File: config.mk
export PLATFORM = sky130hd
export DESIGN_NAME = spi_codec_sequencer_flat
export DESIGN_NICKNAME = d
export VERILOG_FILES = /design/src/rtl/spi_codec_pkg.sv /design/src/rtl/spi_codec_sequencer_if.sv /design/src/rtl/spi_txn_timer.sv /design/src/rtl/spi_codec_sequencer.sv /design/src/flat_wrapper.sv
export SDC_FILE = /design/constraint.sdc
export NUM_CORES = 1
export LEC_CHECK = 0
export ABC_AREA = 1
export CORE_MARGIN = 2
export CORE_UTILIZATION = 51
export DETAILED_ROUTE_END_ITERATION = 8
export PLACE_DENSITY_LB_ADDON = 0.15
export SKIP_LAST_GASP = 1
export SYNTH_ARGS = -nofsm -noshare
export SYNTH_HDL_FRONTEND = slang
export SYNTH_SLANG_ARGS = --single-unit
File: constraint.sdc
create_clock -name clk -period 2.94 [get_ports clk]
set_input_delay 0.588 -clock clk [delete_from_list [all_inputs] [get_ports clk]]
set_output_delay 0.588 -clock clk [all_outputs]
set_load 0.01 [all_outputs]
File: src/rtl/spi_codec_pkg.sv
// spi_codec_pkg: phase and target encodings shared by the codec sequencer.
package spi_codec_pkg;
    typedef enum logic [2:0] {P_IDLE, P_SETUP, P_START, P_WAIT, P_HOLD, P_GAP} phase_t;
    typedef enum logic [1:0] {T_ADC, T_DAC, T_CFG} target_t;
    localparam logic [15:0] ADC_CMD_DEFAULT = 16'h0000;
endpackage

File: src/rtl/spi_codec_sequencer_if.sv
// spi_codec_sequencer_if: shared SPI master handshake plus the three codec chip selects.
interface spi_codec_sequencer_if;
    logic spi_start;
    logic [15:0] spi_data_in;
    logic spi_busy;
    logic spi_new_data;
    logic [15:0] spi_data_out;
    logic cs_adc_n;
    logic cs_dac_n;
    logic cs_cfg_n;
    modport master (
        output spi_start, spi_data_in, cs_adc_n, cs_dac_n, cs_cfg_n,
        input spi_busy, spi_new_data, spi_data_out
    );
    modport slave (
        input spi_start, spi_data_in, cs_adc_n, cs_dac_n, cs_cfg_n,
        output spi_busy, spi_new_data, spi_data_out
    );
endinterface

File: src/rtl/spi_txn_timer.sv
// spi_txn_timer: loadable saturating down-counter for setup, gap and watchdog intervals.
module spi_txn_timer #(
    parameter int W = 11
) (
    input logic clk,
    input logic rst,
    input logic load,
    input logic [W-1:0] load_val,
    output logic zero
);
    logic [W-1:0] cnt;
    always_ff @(posedge clk) begin
        if (rst) cnt <= '0;
        else if (load) cnt <= load_val;
        else if (cnt != '0) cnt <= cnt - 1'b1;
    end
    assign zero = cnt == '0;
endmodule

File: src/rtl/spi_codec_sequencer.sv
// spi_codec_sequencer: runs ADC read then DAC write per audio tick on the shared SPI master,
// slotting codec config writes in between frames.
module spi_codec_sequencer
    import spi_codec_pkg::*;
#(
    parameter int SETUP_CYCLES = 2,
    parameter int GAP_CYCLES = 4,
    parameter int TIMEOUT = 1024,
    parameter logic [15:0] ADC_CMD = ADC_CMD_DEFAULT
) (
    input logic clk,
    input logic rst,
    input logic sample_tick,
    input logic [15:0] dac_data,
    input logic cfg_req,
    input logic [15:0] cfg_data,
    output logic cfg_ack,
    output logic [15:0] adc_sample,
    output logic adc_valid,
    output logic overrun,
    output logic timeout_err,
    spi_codec_sequencer_if.master bus
);
    localparam int TM0 = TIMEOUT > GAP_CYCLES ? TIMEOUT : GAP_CYCLES;
    localparam int TMAX = TM0 > SETUP_CYCLES ? TM0 : SETUP_CYCLES;
    localparam int TW = $clog2(TMAX + 1);
    phase_t phase;
    target_t target;
    logic tick_pending;
    logic [15:0] dac_hold;
    logic grant_adc, go_start, expire, t_load, t_zero;
    logic [TW-1:0] t_val;
    always_comb begin
        grant_adc = phase == P_IDLE && (tick_pending || sample_tick);
        go_start = phase == P_SETUP && t_zero && !bus.spi_busy;
        expire = phase == P_WAIT && !bus.spi_new_data && t_zero;
        t_load = phase == P_IDLE ? (grant_adc || cfg_req) :
                 phase == P_SETUP ? go_start :
                 phase == P_HOLD || expire || (phase == P_GAP && t_zero && target == T_ADC);
        t_val = go_start ? TW'(TIMEOUT - 1) :
                (phase == P_HOLD || expire) ? TW'(GAP_CYCLES - 1) : TW'(SETUP_CYCLES - 1);
    end
    spi_txn_timer #(.W(TW)) u_timer (
        .clk(clk),
        .rst(rst),
        .load(t_load),
        .load_val(t_val),
        .zero(t_zero)
    );
    always_ff @(posedge clk) begin
        if (rst) begin
            phase <= P_IDLE;
            target <= T_ADC;
            tick_pending <= 1'b0;
            dac_hold <= '0;
            adc_sample <= '0;
            adc_valid <= 1'b0;
            cfg_ack <= 1'b0;
            overrun <= 1'b0;
            timeout_err <= 1'b0;
            bus.spi_start <= 1'b0;
            bus.spi_data_in <= '0;
            bus.cs_adc_n <= 1'b1;
            bus.cs_dac_n <= 1'b1;
            bus.cs_cfg_n <= 1'b1;
        end else begin
            adc_valid <= 1'b0;
            cfg_ack <= 1'b0;
            timeout_err <= 1'b0;
            bus.spi_start <= 1'b0;
            overrun <= sample_tick && tick_pending;
            tick_pending <= !grant_adc && (tick_pending || sample_tick);
            if (sample_tick) dac_hold <= dac_data;
            case (phase)
                P_IDLE: begin
                    if (grant_adc) begin
                        phase <= P_SETUP;
                        target <= T_ADC;
                        bus.cs_adc_n <= 1'b0;
                        bus.spi_data_in <= ADC_CMD;
                    end else if (cfg_req) begin
                        phase <= P_SETUP;
                        target <= T_CFG;
                        bus.cs_cfg_n <= 1'b0;
                        bus.spi_data_in <= cfg_data;
                    end
                end
                P_SETUP: begin
                    if (go_start) begin
                        phase <= P_START;
                        bus.spi_start <= 1'b1;
                    end
                end
                P_START: phase <= P_WAIT;
                P_WAIT: begin
                    if (bus.spi_new_data) begin
                        phase <= P_HOLD;
                        if (target == T_ADC) begin
                            adc_sample <= bus.spi_data_out;
                            adc_valid <= 1'b1;
                        end
                        cfg_ack <= target == T_CFG;
                    end else if (t_zero) begin
                        // watchdog abort skips HOLD so no valid/ack is issued
                        phase <= P_GAP;
                        timeout_err <= 1'b1;
                        bus.cs_adc_n <= 1'b1;
                        bus.cs_dac_n <= 1'b1;
                        bus.cs_cfg_n <= 1'b1;
                    end
                end
                P_HOLD: begin
                    phase <= P_GAP;
                    bus.cs_adc_n <= 1'b1;
                    bus.cs_dac_n <= 1'b1;
                    bus.cs_cfg_n <= 1'b1;
                end
                P_GAP: begin
                    if (t_zero && target == T_ADC) begin
                        phase <= P_SETUP;
                        target <= T_DAC;
                        bus.cs_dac_n <= 1'b0;
                        bus.spi_data_in <= dac_hold;
                    end else if (t_zero) phase <= P_IDLE;
                end
                default: phase <= P_IDLE;
            endcase
        end
    end
endmodule

File: src/flat_wrapper.sv
// flat-port wrapper written by rule: the top's interface ports become plain ports
module spi_codec_sequencer_flat import spi_codec_pkg::*;
#(
    parameter int SETUP_CYCLES = 2,
    parameter int GAP_CYCLES = 4,
    parameter int TIMEOUT = 1024,
    parameter logic [15:0] ADC_CMD = ADC_CMD_DEFAULT
)
  (clk, rst, sample_tick, dac_data, cfg_req, cfg_data, cfg_ack, adc_sample, adc_valid, overrun, timeout_err, bus_spi_start, bus_spi_data_in, bus_cs_adc_n, bus_cs_dac_n, bus_cs_cfg_n, bus_spi_busy, bus_spi_new_data, bus_spi_data_out);
  spi_codec_sequencer_if bus_i ();
  input logic clk;
  input logic rst;
  input logic sample_tick;
  input logic [15:0] dac_data;
  input logic cfg_req;
  input logic [15:0] cfg_data;
  output logic cfg_ack;
  output logic [15:0] adc_sample;
  output logic adc_valid;
  output logic overrun;
  output logic timeout_err;
  output wire logic [$bits(bus_i.spi_start)-1:0] bus_spi_start;
  output wire logic [$bits(bus_i.spi_data_in)-1:0] bus_spi_data_in;
  output wire logic [$bits(bus_i.cs_adc_n)-1:0] bus_cs_adc_n;
  output wire logic [$bits(bus_i.cs_dac_n)-1:0] bus_cs_dac_n;
  output wire logic [$bits(bus_i.cs_cfg_n)-1:0] bus_cs_cfg_n;
  input wire logic [$bits(bus_i.spi_busy)-1:0] bus_spi_busy;
  input wire logic [$bits(bus_i.spi_new_data)-1:0] bus_spi_new_data;
  input wire logic [$bits(bus_i.spi_data_out)-1:0] bus_spi_data_out;
  assign bus_spi_start = bus_i.spi_start;
  assign bus_spi_data_in = bus_i.spi_data_in;
  assign bus_cs_adc_n = bus_i.cs_adc_n;
  assign bus_cs_dac_n = bus_i.cs_dac_n;
  assign bus_cs_cfg_n = bus_i.cs_cfg_n;
  assign bus_i.spi_busy = bus_spi_busy;
  assign bus_i.spi_new_data = bus_spi_new_data;
  assign bus_i.spi_data_out = bus_spi_data_out;
  spi_codec_sequencer #(.SETUP_CYCLES(SETUP_CYCLES), .GAP_CYCLES(GAP_CYCLES), .TIMEOUT(TIMEOUT), .ADC_CMD(ADC_CMD)) u_core (.clk(clk), .rst(rst), .sample_tick(sample_tick), .dac_data(dac_data), .cfg_req(cfg_req), .cfg_data(cfg_data), .cfg_ack(cfg_ack), .adc_sample(adc_sample), .adc_valid(adc_valid), .overrun(overrun), .timeout_err(timeout_err), .bus(bus_i));
endmodule
=== Word level (Yosys, flattened, before mapping) ===
Index checks and enable logic that the tools add are counted.

* Flip-flop bits (word level): 73
* Output and inout port bits: 40

* Eq/ne operators: 16
* Multiplexer cells: 34
* Reduce and logical (&&, ||, !) cells: 34
* Add/sub/neg operators: 1
* Bitwise gates (word level): 3

{| class="wikitable"
|+ Operator list
! cell !! count
|-
| $mux 16 || 3
|-
| $mux 11 || 3
|-
| $pmux 16 s2 || 1
|-
| $mux 3 || 7
|-
| $pmux 3 s6 || 1
|-
| $reduce_and 4->1 || 3
|-
| $logic_not 11->1 || 1
|-
| $mux 1 || 11
|-
| $reduce_bool 11->1 || 1
|-
| $sub 11x1->11 const B || 1
|-
| $logic_and 1x1->1 || 10
|-
| $ne 3x2->1 const B || 3
|-
| $pmux 1 s3 || 3
|-
| $mux 2 || 4
|-
| $ne 2x2->1 const B || 4
|-
| $eq 3x2->1 const B || 2
|-
| $eq 3x3->1 const B || 2
|-
| $ne 2x1->1 const B || 3
|-
| $reduce_and 3->1 || 2
|-
| $reduce_bool 3->1 || 2
|-
| $reduce_or 3->1 || 2
|-
| $reduce_and 5->1 || 1
|-
| $logic_or 1x1->1 || 4
|-
| $pmux 2 s2 || 1
|-
| other kinds (8) || 13
|}

=== Depth between registers and ports, before layout ===
Gate-level depths: netlist (run 1).

* Depth in word-level cells: 8
* Gate-level depth with buffers: 11

=== Hierarchy ===
From an unflattened synthesis (run 1), not the netlist that was laid out.

* Cell total of the unflattened synthesis: 478
* Area, all modules: 3273.1 um^2

{| class="wikitable"
|+ By module, submodules not included
! module !! cells each !! area an instance (um^2) !! instances !! seq. area each (um^2)
|-
| spi_codec_sequencer || 361 || 2533.7 || 1 || 1241.2
|-
| spi_txn_timer || 117 || 739.5 || 1 || 220.2
|}

=== Worst setup path after synthesis (run 1) ===
Ideal clock, no wire load.

* Path type: input -> register
* Start point: input port sample_tick
* End point: register u_core.u_timer.cnt[9]
* Stages: 9
* Required time: 2875 ps
* Setup time: 65 ps
* Data arrival time: 1662 ps
* Setup slack: 1213 ps
* Path through: clkbuf_1 > nor2_1 > nand3_2 > nand2_1 > buf_4 > nand4_1 > nand2_1 > nand2_1 > nor2_1

* Word-level cells in the longest chain between the ends: 5
* Elaborated cells between the ends (all ways): 6

{| class="wikitable"
|+ RTL lines
! item !! line !! source
|-
| start, declared || flat_wrapper.sv:13 || <nowiki>input logic sample_tick;</nowiki>
|-
| $logic_or 1x1->1 (*) || spi_codec_sequencer.sv:34 || <nowiki>grant_adc = phase == P_IDLE && (tick_pending || sample_tick);</nowiki>
|-
| $logic_and 1x1->1 (*) || spi_codec_sequencer.sv:34 ||
|-
| $logic_or 1x1->1 (*) || spi_codec_sequencer.sv:37 || <nowiki>t_load = phase == P_IDLE ? (grant_adc || cfg_req) :</nowiki>
|-
| $mux 1 (*) || spi_codec_sequencer.sv:37 ||
|-
| $mux 11 / $reduce_bool 2->1 (equally long branches) || n/a ||
|-
| end signal, assigned || spi_txn_timer.sv:14 || <nowiki>else if (load) cnt <= load_val;</nowiki>
|-
| end signal, assigned || spi_txn_timer.sv:15 || <nowiki>else if (cnt != '0) cnt <= cnt - 1'b1;</nowiki>
|-
| end, declared || spi_txn_timer.sv:11 || <nowiki>logic [W-1:0] cnt;</nowiki>
|}

Every way passes the cells marked *; elsewhere a longest branch is shown, timed or not.
A chain may end at the register's enable or synchronous reset.

=== Worst setup path in the final report (run 1) ===
* Start point: register u_core.u_timer.cnt[0]
* End point: register u_core.u_timer.cnt[7]

* Word-level cells in the longest chain between the ends: 7
* Elaborated cells between the ends (all ways): 16

{| class="wikitable"
|+ RTL lines
! item
|-
| branches (longest 7 deep; another with $sub 11x1->11)
|}

Several ways; the timed one is not identified. The select of a mux whose other input is x is not followed.

==> results.txt, run 1 <==
Busiest grt layer: met2
Worst-path cell chain: inv_1, ha_1, nand2_2, nor2_4, nand2_2, inv_1, nand3_1, nand4_1, nand2_1, nand2_1, nor2_1
Worst R2R End: u_core.u_timer.cnt[7]$_SDFFE_PP0P_
Routed length per instance: 13.6 um
Combinational Power Share: 42.9%
Clock Path Buffers: 2
Slew HR: 51.4%
Seq pwr share: 35.1%
Die span in y: 83.3 um
Clk Latency, worst-skew pair: 0.34 ns
Status: complete, no violations
Grt met2 use: 39.4%
CP Buf/Inv Count: 2
Cell count after placement: 588
# clock sinks: 73
Sequential cell area: 1460 sq um
DRC viols: 0
Vias in the first global route: 3146
RR Startpoint: u_core.u_timer.cnt[0]$_SDFFE_PP0P_
Commonest cells after routing, fill and taps aside: clkdlybuf4s50_1, nand2_1, nor2_1, dfxtp_1, o21ai_0
Skew final: 0.00579 ns
Leakage: 1.84 nW
Switching Share: 38.7%
Worst Slack Setup Final: 0.869 ns
FILL cells: 487
Final standard cell area without fillers: 4370 sq um
Slew Viols, Final: 0
GRT Total Usage: 25.0%
GRT overflow: 0
TritonCTS clock tree: done
Core Rows: 28
Ys Warns: 0
Layout area overhead: 36.0%
Max Cap Violations: 0
Pre-Repair DR Iteration Count: 5
Maximum VDD drop: 0.000468 V
Netlist Area Pre-Place: 3210 sq um
Post-synthesis sequential area ratio: 45.5%
Initial Util: 53.6%
HPWL after DPL: 5850 um
Fin. Hold Viols: 0
Top cell family by delay on the critical path: simple AND/OR/NAND/NOR gates
Net Sw Power: 0.00138 W
Hold Startpoint: u_core.bus.cs_adc_n$_SDFFE_PP1P_
Multi-input logic area: 1560 sq um
Layout net count: 579
Synth unique cells: 33
Fraction of layout cells with a size suffix above 1: 11.6%
RSZ-0062 raised after global routing: no
CP peak stage delay: 0.31 ns
Post-CTS setup buffer count: 0
Min Tclk post-route: 2.07 ns
Iter 0 DRT Violations: 212
Cell count along the critical path: 11
Worst Max-Slew Pin Slew: 0.729 ns
H-tree levels: 3
Core area: 5990 sq um
Critical path required time: 3.16 ns
Final period util: 70.4%
Post-Place Cell Area: 4170 sq um
Root Buffer: clkbuf_8
Post-Route WL: 8230 um
Antenna Cells: 0
Net Count, Synth: 491
Initial antenna violation count: 0
Setup Viol. Count Final: 0
Gp weighted congestion: 0.826
Vias/cell: 5.22
CP Capture Type: flop
Vias: 3150
Internal: 0.00219 W
Fin Setup TNS: 0 ns
Critical Path AT: 2.29 ns
Worst slack at placement: 0.636 ns
CTS buffer count: 9
FF+latch count, synth: 73
Largest net degree at the start of global routing: 40
Final Non-Filler Cells: 603
Hold slack: 0.452 ns
Post-CTS sizing: 0
Post-synthesis instance total: 436
Worst-path fanout max: 8
Hold Crit Class: flop to flop
Fmax: 483 MHz
Min-Delay Path Depth: 2
Die W: 83.3 um
Power Dens Cells: 818 nW/um^2
M1 GR Usage: 31.8%
R2R setup slack: 0.87 ns
Worst Hold Path EP: u_core.bus.cs_adc_n$_SDFFE_PP1P_
Crit Path Class: flop to flop
Share of power burned in the clock network: 22.0%
Die ar.: 6940 sq um
Port Buffers: 93
Clock transition at path regs: 0.07 ns
Io pins: 94
Slowest-stage cell, CP: dfxtp_1
First-pass GRT wire length: 14200 um
Reg2Reg Depth: 11
Critical path launch point type: flop
Remaining antenna violation count: 0
Hold Buf Count CTS: 0
Syn Area/Cell: 7.36 sq um
Met3 usage in global routing: 7.95%
Commonest non-fill, non-tap cell in the layout: clkdlybuf4s50_1
[cell families (layout without fill, tap and decap cells)]
kind of cell,count (synthesis),count (layout),synth area share [%]
fa+ha+maj,1,1,0.390
compound gates,78,78,14.1
flops,73,73,45.5
xor+xnor,5,5,1.36
buf+inv,44,136,5.93
simple gates,235,235,32.7
[stage by stage]
stage / utilization, % / total power, W
2_1_floorplan: - / 0.00236
3_3_place_gp: 69.6 / 0.00274
3_5_place_dp: 69.6 / 0.00278
4_1_cts: 72.9 / 0.00357
5_1_grt: 72.9 / 0.00382
6_report: 72.9 / 0.00357
[worst reg2reg max path, delay by kind of cell (launching register included)]
family | cells | cell delay (ns)
buffers and inverters | 2 | 0.31
and+or+nand+nor | 8 | 1.07
adders and majority gates | 1 | 0.26
DFF | 1 | 0.31
[cell usage after synthesis, drive strengths merged]
master	count	area, sq um
nand3	32	170
nand2	99	404
o21ai	43	230
o311ai	1	8.76
a21oi	31	193
nor2	91	382
xnor2	2	17.5
or2	1	6.26
xor2	3	26.3
nor3	2	21.3
inv	22	85.1
nand3b	2	15.0
dfxtp	73	1460
o2111ai	1	8.76
ha	1	12.5
a31oi	2	12.5
buf	6	45.0
clkbuf	15	56.3
clkinv	1	3.75
nand4	8	50.1
[layout make-up]
type	instances	area share, %
Clock buffer	12	3.55
Clock inverter	3	0.917
Inverter	23	2.03
Multi-Input combinational cell	319	35.7
Sequential cell	73	33.5
Tap cell	75	2.15
Timing Repair Buffer	98	22.2
[state kept, by name, summed over array words and instances, names as in the netlist, 2 cells and up]
register / count
u_core.adc_sample: 16
u_core.bus.spi_data_in: 16
u_core.dac_hold: 16
u_core.phase: 3
u_core.target: 2
u_core.u_timer.cnt: 11
[how the worst max path moves through the flow]
stage | startpoint | endpoint
3_5_place_dp | sample_tick | u_core.u_timer.cnt[3]$_SDFFE_PP0P_
6_report | u_core.u_timer.cnt[0]$_SDFFE_PP0P_ | u_core.u_timer.cnt[7]$_SDFFE_PP0P_
4_1_cts | u_core.phase[1]$_SDFFE_PP0P_ | u_core.bus.spi_data_in[15]$_SDFFE_PP0P_
5_1_grt | u_core.phase[1]$_SDFFE_PP0P_ | u_core.bus.spi_data_in[3]$_SDFFE_PP0P_
3_3_place_gp | sample_tick | u_core.u_timer.cnt[9]$_SDFFE_PP0P_
2_1_floorplan | sample_tick | u_core.u_timer.cnt[9]$_SDFFE_PP0P_
[per-layer routing]
layer | vias up | part of all wire, %
li1 | 1597 | -
met1 | 1425 | 44
met2 | 117 | 46
met3 | 11 | 8.7
met4 | 0 | 1.4
met5 | - | 0
[power by group through the flow]
| stage | clock network (W) | logic (W) | registers [W] |
|---|---|---|---|
| 2_1_floorplan | 0 | 0.00106 | 0.00130 |
| 3_3_place_gp | 0 | 0.00147 | 0.00127 |
| 3_5_place_dp | 0 | 0.00151 | 0.00127 |
| 4_1_cts | 0.000794 | 0.00153 | 0.00125 |
| 5_1_grt | 0.000846 | 0.00170 | 0.00128 |
| 6_report | 0.000786 | 0.00153 | 0.00125 |
Note: power is estimated with default switching activity, not from simulation.
==> inputs of run 2 (changes only) <==
- CORE_UTILIZATION: 51 -> 43
- clock period: 2.94 -> 1.8 ns (I/O delays scaled with it)
==> run 2 against run 1 <==
  * Power up 79%
  * Critical path type unchanged
  * Via count up 1.3%
  * Critical endpoint is now u_core.bus.spi_data_in[5]$_SDFFE_PP0P_
  * Critical path depth down 1
  * Sequential share of layout area down 2.1 points
  * Sequential power up 65%
==> results.txt, run 2 (synthesis results as in run 1) <==
Status: complete, no violations
Leakage: 1.98 nW
Fmax: 597 MHz
Slew HR: 76.3%
Largest net degree at the start of global routing: 20
Fraction of layout cells with a size suffix above 1: 16.5%
Clock Path Buffers: 2
Min-Delay Path Depth: 2
Commonest cells after routing, fill and taps aside: clkdlybuf4s50_1, nand2_1, nor2_1, dfxtp_1, o21ai_0
Clk Latency, worst-skew pair: 0.34 ns
Hold slack: 0.450 ns
Initial antenna violation count: 0
Max Cap Violations: 0
Power Dens Cells: 1380 nW/um^2
DRC viols: 0
Die W: 90.4 um
CP Capture Type: flop
Vias/cell: 4.89
Layout net count: 603
Setup Viol. Count Final: 0
Routed length per instance: 12.8 um
Final Non-Filler Cells: 652
TritonCTS clock tree: done
GRT overflow: 0
First-pass GRT wire length: 13700 um
Initial Util: 44.2%
Worst slack at placement: -0.0298 ns
RSZ-0062 raised after global routing: no
Remaining antenna violation count: 0
RR Startpoint: u_core.u_timer.cnt[0]$_SDFFE_PP0P_
Final core utilization: 64.2%
Vias: 3190
Post-Route WL: 8350 um
Clock transition at path regs: 0.08 ns
Worst R2R End: u_core.bus.spi_data_in[5]$_SDFFE_PP0P_
Worst Hold Path EP: u_core.bus.cs_adc_n$_SDFFE_PP1P_
Pre-Repair DR Iteration Count: 6
Cell count after placement: 630
Worst Max-Slew Pin Slew: 0.354 ns
Critical path launch point type: flop
Layout area overhead: 45.2%
Largest regs: u_core.adc_sample x16, u_core.bus.spi_data_in x16, u_core.dac_hold x16
Iter 0 DRT Violations: 119
CTS buffer count: 9
Slew Viols, Final: 0
Skew final: 0.0131 ns
Critical path required time: 2.03 ns
Min Tclk post-route: 1.68 ns
Gp weighted congestion: 0.842
Port Buffers: 93
Core Rows: 31
Final period util: 93.1%
H-tree levels: 3
Worst Slack Setup Final: 0.124 ns
Hold Crit Class: flop to flop
Fin Setup TNS: 0 ns
Worst-path fanout max: 8
Commonest non-fill, non-tap cell in the layout: clkdlybuf4s50_1
Die span in y: 90.4 um
Crit Path Class: flop to flop
Maximum VDD drop: 0.000653 V
Core area: 7250 sq um
Hold Startpoint: u_core.bus.cs_adc_n$_SDFFE_PP1P_
R2R setup slack: 0.12 ns
Antenna Cells: 0
# clock sinks: 73
Vias in the first global route: 2905
Root Buffer: clkbuf_8
Critical Path AT: 1.91 ns
Die ar.: 8170 sq um
Reg2Reg Depth: 10
GRT Total Usage: 20.3%
Io pins: 94
Fin. Hold Viols: 0
HPWL after DPL: 6140 um
==> run 2: cell count changes in the layout (fill, tap and decap cells not counted), sizes merged <==
| cell | delta |
|---|---|
| clkinv | +2 |
| bufinv | +1 |
| buf | +23 |
| clkbuf | -1 |
==> run 2: power by group <==
part / internal, W / switching (W)
Sequential: 0.00188 / 0.000177
Combinational: 0.00133 / 0.00159
Clock: 0.000817 / 0.000606
Total: 0.00403 / 0.00238
==> run 2: layout make-up <==
| class | instances | area, sq um |
|---|---|---|
| tap | 99 | 124 |
| clock inverter | 5 | 78.8 |
| timing repair buffer | 121 | 1170 |
| multi-input combinational | 319 | 1590 |
| inverter | 23 | 91.3 |
| clock buffer | 11 | 141 |
| sequential | 73 | 1460 |
| timing repair inverter | 1 | 6.26 |
| fill | 664 | 2590 |
==> run 2: what timing repair did <==
action	CTS	global route
pin swaps	0	4
hold buffers	0	0
gates cloned	0	2
setup endpoints to repair	1	30
hold endpoints to repair	0	0
setup buffers	0	4
resized for setup	1	11
==> run 2: worst max-delay path, cell delays in order, from the launching register on <==
cell,delay (ns)
dfxtp_2,0.34
inv_2,0.08
ha_4,0.15
nand2_2,0.08
nor2_4,0.18
nand3_2,0.11
nor2_4,0.18
o21ai_4,0.14
buf_4,0.18
nand2_1,0.07
a21oi_2,0.05
==> run 2: how the worst max path moves through the flow <==
stage | start | to | slack [ns] | depth (start not counted)
final | u_core.u_timer.cnt[0]$_SDFFE_PP0P_ | u_core.bus.spi_data_in[5]$_SDFFE_PP0P_ | 0.12 | 10
after global routing | u_core.u_timer.cnt[0]$_SDFFE_PP0P_ | u_core.bus.spi_data_in[14]$_SDFFE_PP0P_ | 0.02 | 10
after CTS | u_core.u_timer.cnt[0]$_SDFFE_PP0P_ | u_core.u_timer.cnt[5]$_SDFFE_PP0P_ | 0.02 | 10
after detailed placement | sample_tick | u_core.bus.spi_data_in[0]$_SDFFE_PP0P_ | -0.03 | 8
after global placement | sample_tick | u_core.bus.spi_data_in[0]$_SDFFE_PP0P_ | 0.02 | 8
after floorplan | u_core.u_timer.cnt[0]$_SDFFE_PP0P_ | u_core.u_timer.cnt[3]$_SDFFE_PP0P_ | 0.14 | 11
==> run 2: metal layers <==
layer	global-route usage (%)	vias up	wire (um)
met4	8.08	0	150
met5	0	-	0
met2	30.8	91	3710
li1	-	1650	-
met3	5.51	12	506
met1	27.5	1437	3980
==> run 2: through the flow <==
step                area (sq um)  total power (W)
floorplan                   3210          0.00386
global placement            4360          0.00476
detailed placement          4360          0.00480
CTS                         4590          0.00624
global route                4660          0.00685
finish                      4660          0.00641
